$ cat config.mk
export PLATFORM = sky130hd
export DESIGN_NAME = jedro_1_ifu
export DESIGN_NICKNAME = d
export VERILOG_FILES = /design/src/rtl/jedro_1_ifu_pkg.sv /design/src/rtl/jedro_1_ifu_fifo.sv /design/src/rtl/jedro_1_ifu.sv
export SDC_FILE = /design/constraint.sdc
export NUM_CORES = 1
export LEC_CHECK = 0
export BUFFER_PORTS_ARGS = -buffer_cell sky130_fd_sc_hd__buf_2
export CAP_MARGIN = 30
export CORE_MARGIN = 5
export CORE_UTILIZATION = 58
export CTS_CLUSTER_DIAMETER = 80
export DETAILED_ROUTE_END_ITERATION = 6
export PLACE_DENSITY = 0.8
export SETUP_SLACK_MARGIN = 0.4
export SLEW_MARGIN = 10
export SYNTH_ARGS = -nofsm -noshare
export SYNTH_HDL_FRONTEND = slang
export SYNTH_SLANG_ARGS = --single-unit
$ cat constraint.sdc
create_clock -name clk_i -period 3.63 [get_ports clk_i]
set_input_delay 0 -clock clk_i [delete_from_list [all_inputs] [get_ports clk_i]]
set_output_delay 0 -clock clk_i [all_outputs]
set_load 0.005 [all_outputs]
$ cat src/rtl/jedro_1_ifu_pkg.sv
// Shared types and defaults for the jedro_1 instruction fetch unit.
package jedro_1_ifu_pkg;

   localparam int unsigned IFU_ADDR_WIDTH = 32;
   localparam int unsigned IFU_DATA_WIDTH = 32;
   localparam int unsigned IFU_DEPTH      = 4;
   localparam logic [IFU_ADDR_WIDTH-1:0] IFU_BOOT_ADDR = 32'h0000_0000;

   // One prefetch FIFO entry: fetched instruction word and the PC it came from.
   typedef struct packed {
      logic [IFU_DATA_WIDTH-1:0] instr;
      logic [IFU_ADDR_WIDTH-1:0] addr;
   } ifu_entry_t;

endpackage

$ cat src/rtl/jedro_1_ifu_fifo.sv
// Prefetch FIFO for the jedro_1 IFU: synchronous, power-of-two depth, flushable.
// Push/pop are expected to be qualified by the caller; flush has priority.
module jedro_1_ifu_fifo
   import jedro_1_ifu_pkg::*;
#(
   parameter int unsigned DEPTH = IFU_DEPTH
)(
   input  logic                    clk_i,
   input  logic                    rst_i,
   input  logic                    flush_i,
   input  logic                    push_i,
   input  ifu_entry_t              push_data_i,
   input  logic                    pop_i,
   output ifu_entry_t              head_o,
   output logic [$clog2(DEPTH):0]  count_o
);

   localparam int unsigned PTR_W = $clog2(DEPTH);
   localparam int unsigned CNT_W = PTR_W + 1;

   ifu_entry_t       r_mem [DEPTH];
   logic [PTR_W-1:0] r_wptr;
   logic [PTR_W-1:0] r_rptr;
   logic [CNT_W-1:0] r_count;

   // Entry storage; data path only, not reset.
   always_ff @(posedge clk_i) begin
      if (push_i && !flush_i) begin
         r_mem[r_wptr] <= push_data_i;
      end
   end

   // Read/write pointers and occupancy; reset and flush both empty the queue.
   always_ff @(posedge clk_i) begin
      if (rst_i || flush_i) begin
         r_wptr  <= '0;
         r_rptr  <= '0;
         r_count <= '0;
      end else begin
         if (push_i) begin
            r_wptr <= r_wptr + PTR_W'(1);
         end
         if (pop_i) begin
            r_rptr <= r_rptr + PTR_W'(1);
         end
         case ({push_i, pop_i})
            2'b10:   r_count <= r_count + CNT_W'(1);
            2'b01:   r_count <= r_count - CNT_W'(1);
            default: r_count <= r_count;
         endcase
      end
   end

   assign head_o  = r_mem[r_rptr];
   assign count_o = r_count;

endmodule

$ cat src/rtl/jedro_1_ifu.sv
// jedro_1 instruction fetch unit: sequential PC generation, credit-limited
// ROM reads, prefetch buffering and flush/refetch on execute-stage redirects.
module jedro_1_ifu
   import jedro_1_ifu_pkg::*;
#(
   parameter int unsigned           ADDR_WIDTH = IFU_ADDR_WIDTH,
   parameter int unsigned           DATA_WIDTH = IFU_DATA_WIDTH,
   parameter int unsigned           DEPTH      = IFU_DEPTH,
   parameter logic [ADDR_WIDTH-1:0] BOOT_ADDR  = ADDR_WIDTH'(IFU_BOOT_ADDR)
)(
   input  logic                  clk_i,
   input  logic                  rst_i,
   output logic                  imem_en_o,
   output logic [ADDR_WIDTH-1:0] imem_addr_o,
   input  logic [DATA_WIDTH-1:0] imem_rdata_i,
   input  logic                  jmp_instr_i,
   input  logic [ADDR_WIDTH-1:0] jmp_addr_i,
   output logic [DATA_WIDTH-1:0] instr_o,
   output logic [ADDR_WIDTH-1:0] instr_addr_o,
   output logic                  instr_valid_o,
   input  logic                  instr_ready_i,
   output logic                  misaligned_o
);

   localparam int unsigned CNT_W = $clog2(DEPTH) + 1;

   logic [ADDR_WIDTH-1:0] r_pc;
   logic                  r_inflight;
   logic [ADDR_WIDTH-1:0] r_inflight_addr;

   logic                  w_redirect;
   logic [ADDR_WIDTH-1:0] w_target;
   logic                  w_credit;
   logic                  w_issue;
   logic [ADDR_WIDTH-1:0] w_issue_addr;
   logic                  w_kill;
   logic                  w_push;
   logic                  w_pop;
   logic                  w_valid;
   logic [CNT_W-1:0]      w_count;
   ifu_entry_t            w_push_entry;
   ifu_entry_t            w_head;

   assign w_redirect = jmp_instr_i & ~rst_i;
   assign w_target   = {jmp_addr_i[ADDR_WIDTH-1:2], 2'b00};

   // Buffered plus in-flight words may never exceed the FIFO depth, so a
   // returning word always has a free slot.
   assign w_credit = (w_count + CNT_W'(r_inflight)) < CNT_W'(DEPTH);

   // Issue decision: a redirect always issues at its aligned target.
   always_comb begin
      w_issue      = 1'b0;
      w_issue_addr = r_pc;
      if (!rst_i) begin
         if (jmp_instr_i) begin
            w_issue      = 1'b1;
            w_issue_addr = w_target;
         end else if (w_credit) begin
            w_issue = 1'b1;
         end
      end
   end

   // With a one-cycle ROM, the response that is in flight during a redirect
   // returns in that same cycle, so it is dropped right there; the request
   // issued by the redirect itself is always live.
   assign w_kill  = r_inflight & w_redirect;
   assign w_push  = r_inflight & ~w_kill & ~w_redirect & ~rst_i;
   assign w_valid = (w_count != '0);
   assign w_pop   = w_valid & instr_ready_i & ~w_redirect & ~rst_i;

   assign w_push_entry.instr = IFU_DATA_WIDTH'(imem_rdata_i);
   assign w_push_entry.addr  = IFU_ADDR_WIDTH'(r_inflight_addr);

   // PC and in-flight request tracking; PC wraps modulo 2^ADDR_WIDTH.
   always_ff @(posedge clk_i) begin
      if (rst_i) begin
         r_pc            <= BOOT_ADDR;
         r_inflight      <= 1'b0;
         r_inflight_addr <= '0;
      end else begin
         r_inflight <= w_issue;
         if (w_issue) begin
            r_pc            <= w_issue_addr + ADDR_WIDTH'(4);
            r_inflight_addr <= w_issue_addr;
         end
      end
   end

   jedro_1_ifu_fifo #(
      .DEPTH (DEPTH)
   ) u_fifo (
      .clk_i       (clk_i),
      .rst_i       (rst_i),
      .flush_i     (w_redirect),
      .push_i      (w_push),
      .push_data_i (w_push_entry),
      .pop_i       (w_pop),
      .head_o      (w_head),
      .count_o     (w_count)
   );

   assign imem_en_o     = w_issue;
   assign imem_addr_o   = w_issue_addr;
   assign misaligned_o  = w_redirect & (jmp_addr_i[1:0] != 2'b00);
   assign instr_valid_o = w_valid;
   assign instr_o       = w_valid ? DATA_WIDTH'(w_head.instr) : '0;
   assign instr_addr_o  = w_valid ? ADDR_WIDTH'(w_head.addr)  : '0;

endmodule

==> flow_metrics.py <==
metrics = {
    "place": {
        "routabilityCongestion": 0.9036,
        "placedCellCount": 1287,
        "hpwlAfterDp_um": 17240,
        "port_buffers": 166,
    },
    "final_layout": {
        "layout.cells.non_filler": 1413,
        "nets": 1149,
        "antennaDiodeCount": 0,
        "syn2layout_area_growth_pct": 22.73,
        "layout-drive-gt1-share_pct": 30.55,
    },
    "floorplan": {
        "start_util_pct": 59.12,
        "coreArea_sq_mm": 0.02278,
        "ios": 167,
        "die_h_um": 162.4,
        "dieArea_sq_mm": 0.02636,
        "dieWidth_um": 162.4,
        "rows": 55,
    },
    "synthesis": {
        "avgSynthCellArea_sq_um": 16.07,
        "synth_top_area_cell": "edfxtp_1",
        "yosysMostFrequentCell": "edfxtp_1",
        "synthArstFlopShare_pct": 0,
        "yosysWarningCount": 0,
        "netlist_instances": 838,
        "ys_seq_area_share_pct": 67.79,
        "synth_area_sq_mm": 0.01347,
        "synth_edf_count": 256,
        "synth_top_area_share_pct": 57.09,
        "synth_top_flop_cell": "edfxtp_1",
        "synthTopCellsByCount": "256 x edfxtp_1, 89 x nand2_1, 72 x dfxtp_1",
        "netlist_top_cells_area": "edfxtp_1 57%, dfxtp_1 11%, mux4_2 11%",
        "synth_nets": 913,
        "synth.distinct_cells": 57,
        "ys_seq_elements": 328,
    },
    "clock_tree": {
        "clockRootBuffer": "clkbuf_16",
        "clock_latency_ps": 510,
        "cts_tree": "yes",
        "clkSinkCount": 328,
        "cts_resized": 0,
        "htreeDepth": 2,
        "holdBufCountCts": 64,
        "clock_path_buffers": 3,
        "clkTransAtPathRegs_ps": 70,
        "cts_buffers": 34,
        "post-cts-setup-buffer-count": 0,
    },
    "sta": {
        "slew_headroom_pct": 38.01,
        "final-hold-violation-count": 0,
        "skew_ps": 10.37,
        "slew_violations": 0,
        "worst_pin_slew_ps": 929.8,
        "setup_violations": 0,
        "fin_setup_tns_ps": 0,
        "hold_ws_ps": 37.57,
        "period_share_pct": 70.44,
        "min_period_ps": 2557,
        "rsz0062_at_grt": "false",
        "fmax_mhz": 391.1,
    },
    "worst_setup_path": {
        "critPathLaunchType": "flip-flop",
        "max_stage_delay_ps": 600,
        "cp_max_fo": 22,
        "cp_cell_sequence": "nand3_1, xor2_1, o21bai_2, inv_1, a32oi_1, dlygate4sd3_1, nand2_1",
        "critPathKind": "reg -> reg",
        "critPathCaptureType": "flip-flop",
        "rr_worst_depth": 7,
        "r2r-start": "r_inflight",
        "arrival_ps": 3020,
        "rrSetupSlack_ps": 1070,
        "required_ps": 4090,
        "cp_slowest_cell": "dlygate4sd3_1",
        "r2r-end": "r_pc[28]",
    },
    "flow_run": {
        "cap_violations": 0,
    },
    "grt": {
        "grt_max_degree": 66,
        "grt.overflow.total": 0,
        "antenna_found_initial": 0,
        "grt_pass1_wl_um": 44550,
        "grt_use_total_pct": 21.60,
        "first_global_vias": 8140,
    },
    "detailed_routing": {
        "routed_wl_um": 28280,
        "vias": 7904,
        "viasPerCell": 5.594,
        "wire_per_inst_um": 20.01,
        "ant_nets": 0,
        "drt-pass1-iter-count": 5,
        "drt_iter0_drc": 537,
        "drcViolationCount": 0,
    },
    "hold_path": {
        "min_delay_path_depth": 4,
        "hold_path.class": "in -> reg",
        "min_from": "instr_ready_i",
    },
    "run_status": {
        "status": "finished clean",
    },
    "power_and_ir_drop": {
        "power_w": 0.008277,
        "power_leakage_nw": 6.087,
        "peakVddDrop_mv": 0.2872,
        "power_density_mw_per_mm2": 500.9,
    },
}
[kinds of logic (layout without fill, tap and decap cells)]
logic type                 after synthesis  in the layout  share of synthesized area (%)
xor gates and xnor gates                27             27                          1.756
AOI/OAI and AO/OA                       72             72                          3.856
muxes                                  107            107                          14.18
adders and majority gates                7              7                         0.7062
buffers and inverters                   66            328                          2.193
DFF                                    328            328                          67.79
and+or+nand+nor                        231            231                          9.515
[metrics by stage]
step / setup WS [ps] / instance area (sq um) / utilization, %
final: 1073 / 16530 / 72.55
after global routing: 912.3 / 16530 / 72.55
after floorplan: 1085 / 13470 / -
after detailed placement: 1135 / 14680 / 64.44
after global placement: 1252 / 14680 / 64.44
after CTS: 1041 / 16530 / 72.55
[layer usage]
| metal | global-route usage (%) | vias up | wire length, um |
|---|---|---|---|
| met5 | 0 | - | 0 |
| met4 | 6.036 | 0 | 569 |
| met3 | 4.379 | 47 | 1981 |
| met2 | 35.03 | 301 | 13700 |
| met1 | 30.26 | 3906 | 12030 |
| li1 | - | 3650 | - |
[report_power, final]
part,switching (W),internal [W],total [W]
clock network,0.00136,0.00231,0.00367
registers,0.0000562,0.00412,0.00418
logic,0.000225,0.000206,0.000431
total,0.00164,0.00664,0.00828
[cells in the final DEF, fill, tap and decap left out, types with 5 or more instances in the layout]
master / instances
clkbuf_1: 7
buf_2: 166
buf_12: 6
mux4_2: 64
nand3_1: 6
clkinv_2: 5
nor3_1: 5
mux2i_1: 32
buf_4: 6
nand2_1: 89
dlygate4sd3_1: 64
and3_1: 9
a21o_1: 5
clkbuf_8: 5
a22o_1: 14
inv_1: 23
dfxtp_1: 70
xnor2_1: 23
ha_1: 6
o21ai_0: 28
edfxtp_1: 256
and2_1: 70
mux2_2: 6
clkbuf_16: 37
bufinv_16: 5
nor2_1: 20
[sequential cells by signal (all words and copies together) (netlist names), named ones only]
name / cells
r_pc: 32
u_fifo.r_mem: 256
u_fifo.r_rptr: 2
u_fifo.count_o: 3
r_inflight: 1
r_inflight_addr: 30
u_fifo.r_wptr: 2
[final cells by class]
| cell class | count | area, sq um |
|---|---|---|
| sequential | 328 | 9134 |
| fill | 1402 | 6252 |
| multi-input combinational | 444 | 4066 |
| timing repair buffer | 242 | 1637 |
| clock buffer | 49 | 1021 |
| tap | 313 | 391.6 |
| clock inverter | 13 | 186.4 |
| inverter | 24 | 90.09 |
[worst max-delay path by stage]
stage | from | end | slack, ps | cells after the start
6_report | r_inflight | r_pc[28] | 1070 | 7
5_1_grt | r_inflight | r_pc[28] | 910 | 7
4_1_cts | flip-flop | instr_o[1] | 1040 | 4
3_5_place_dp | rst_i | r_pc[29] | 1130 | 8
3_3_place_gp | rst_i | r_pc[27] | 1250 | 8
2_1_floorplan | r_inflight | u_fifo.r_mem[0][0] | 1080 | 2
[critical path: cells and delay by family, from the launching register on]
kind / cells / cell delay, ps
compound gates: 2 / 290
xor+xnor: 1 / 400
buf+inv: 2 / 1140
flops: 1 / 480
simple gates: 2 / 200
Note: power is estimated with default switching activity, not from simulation.
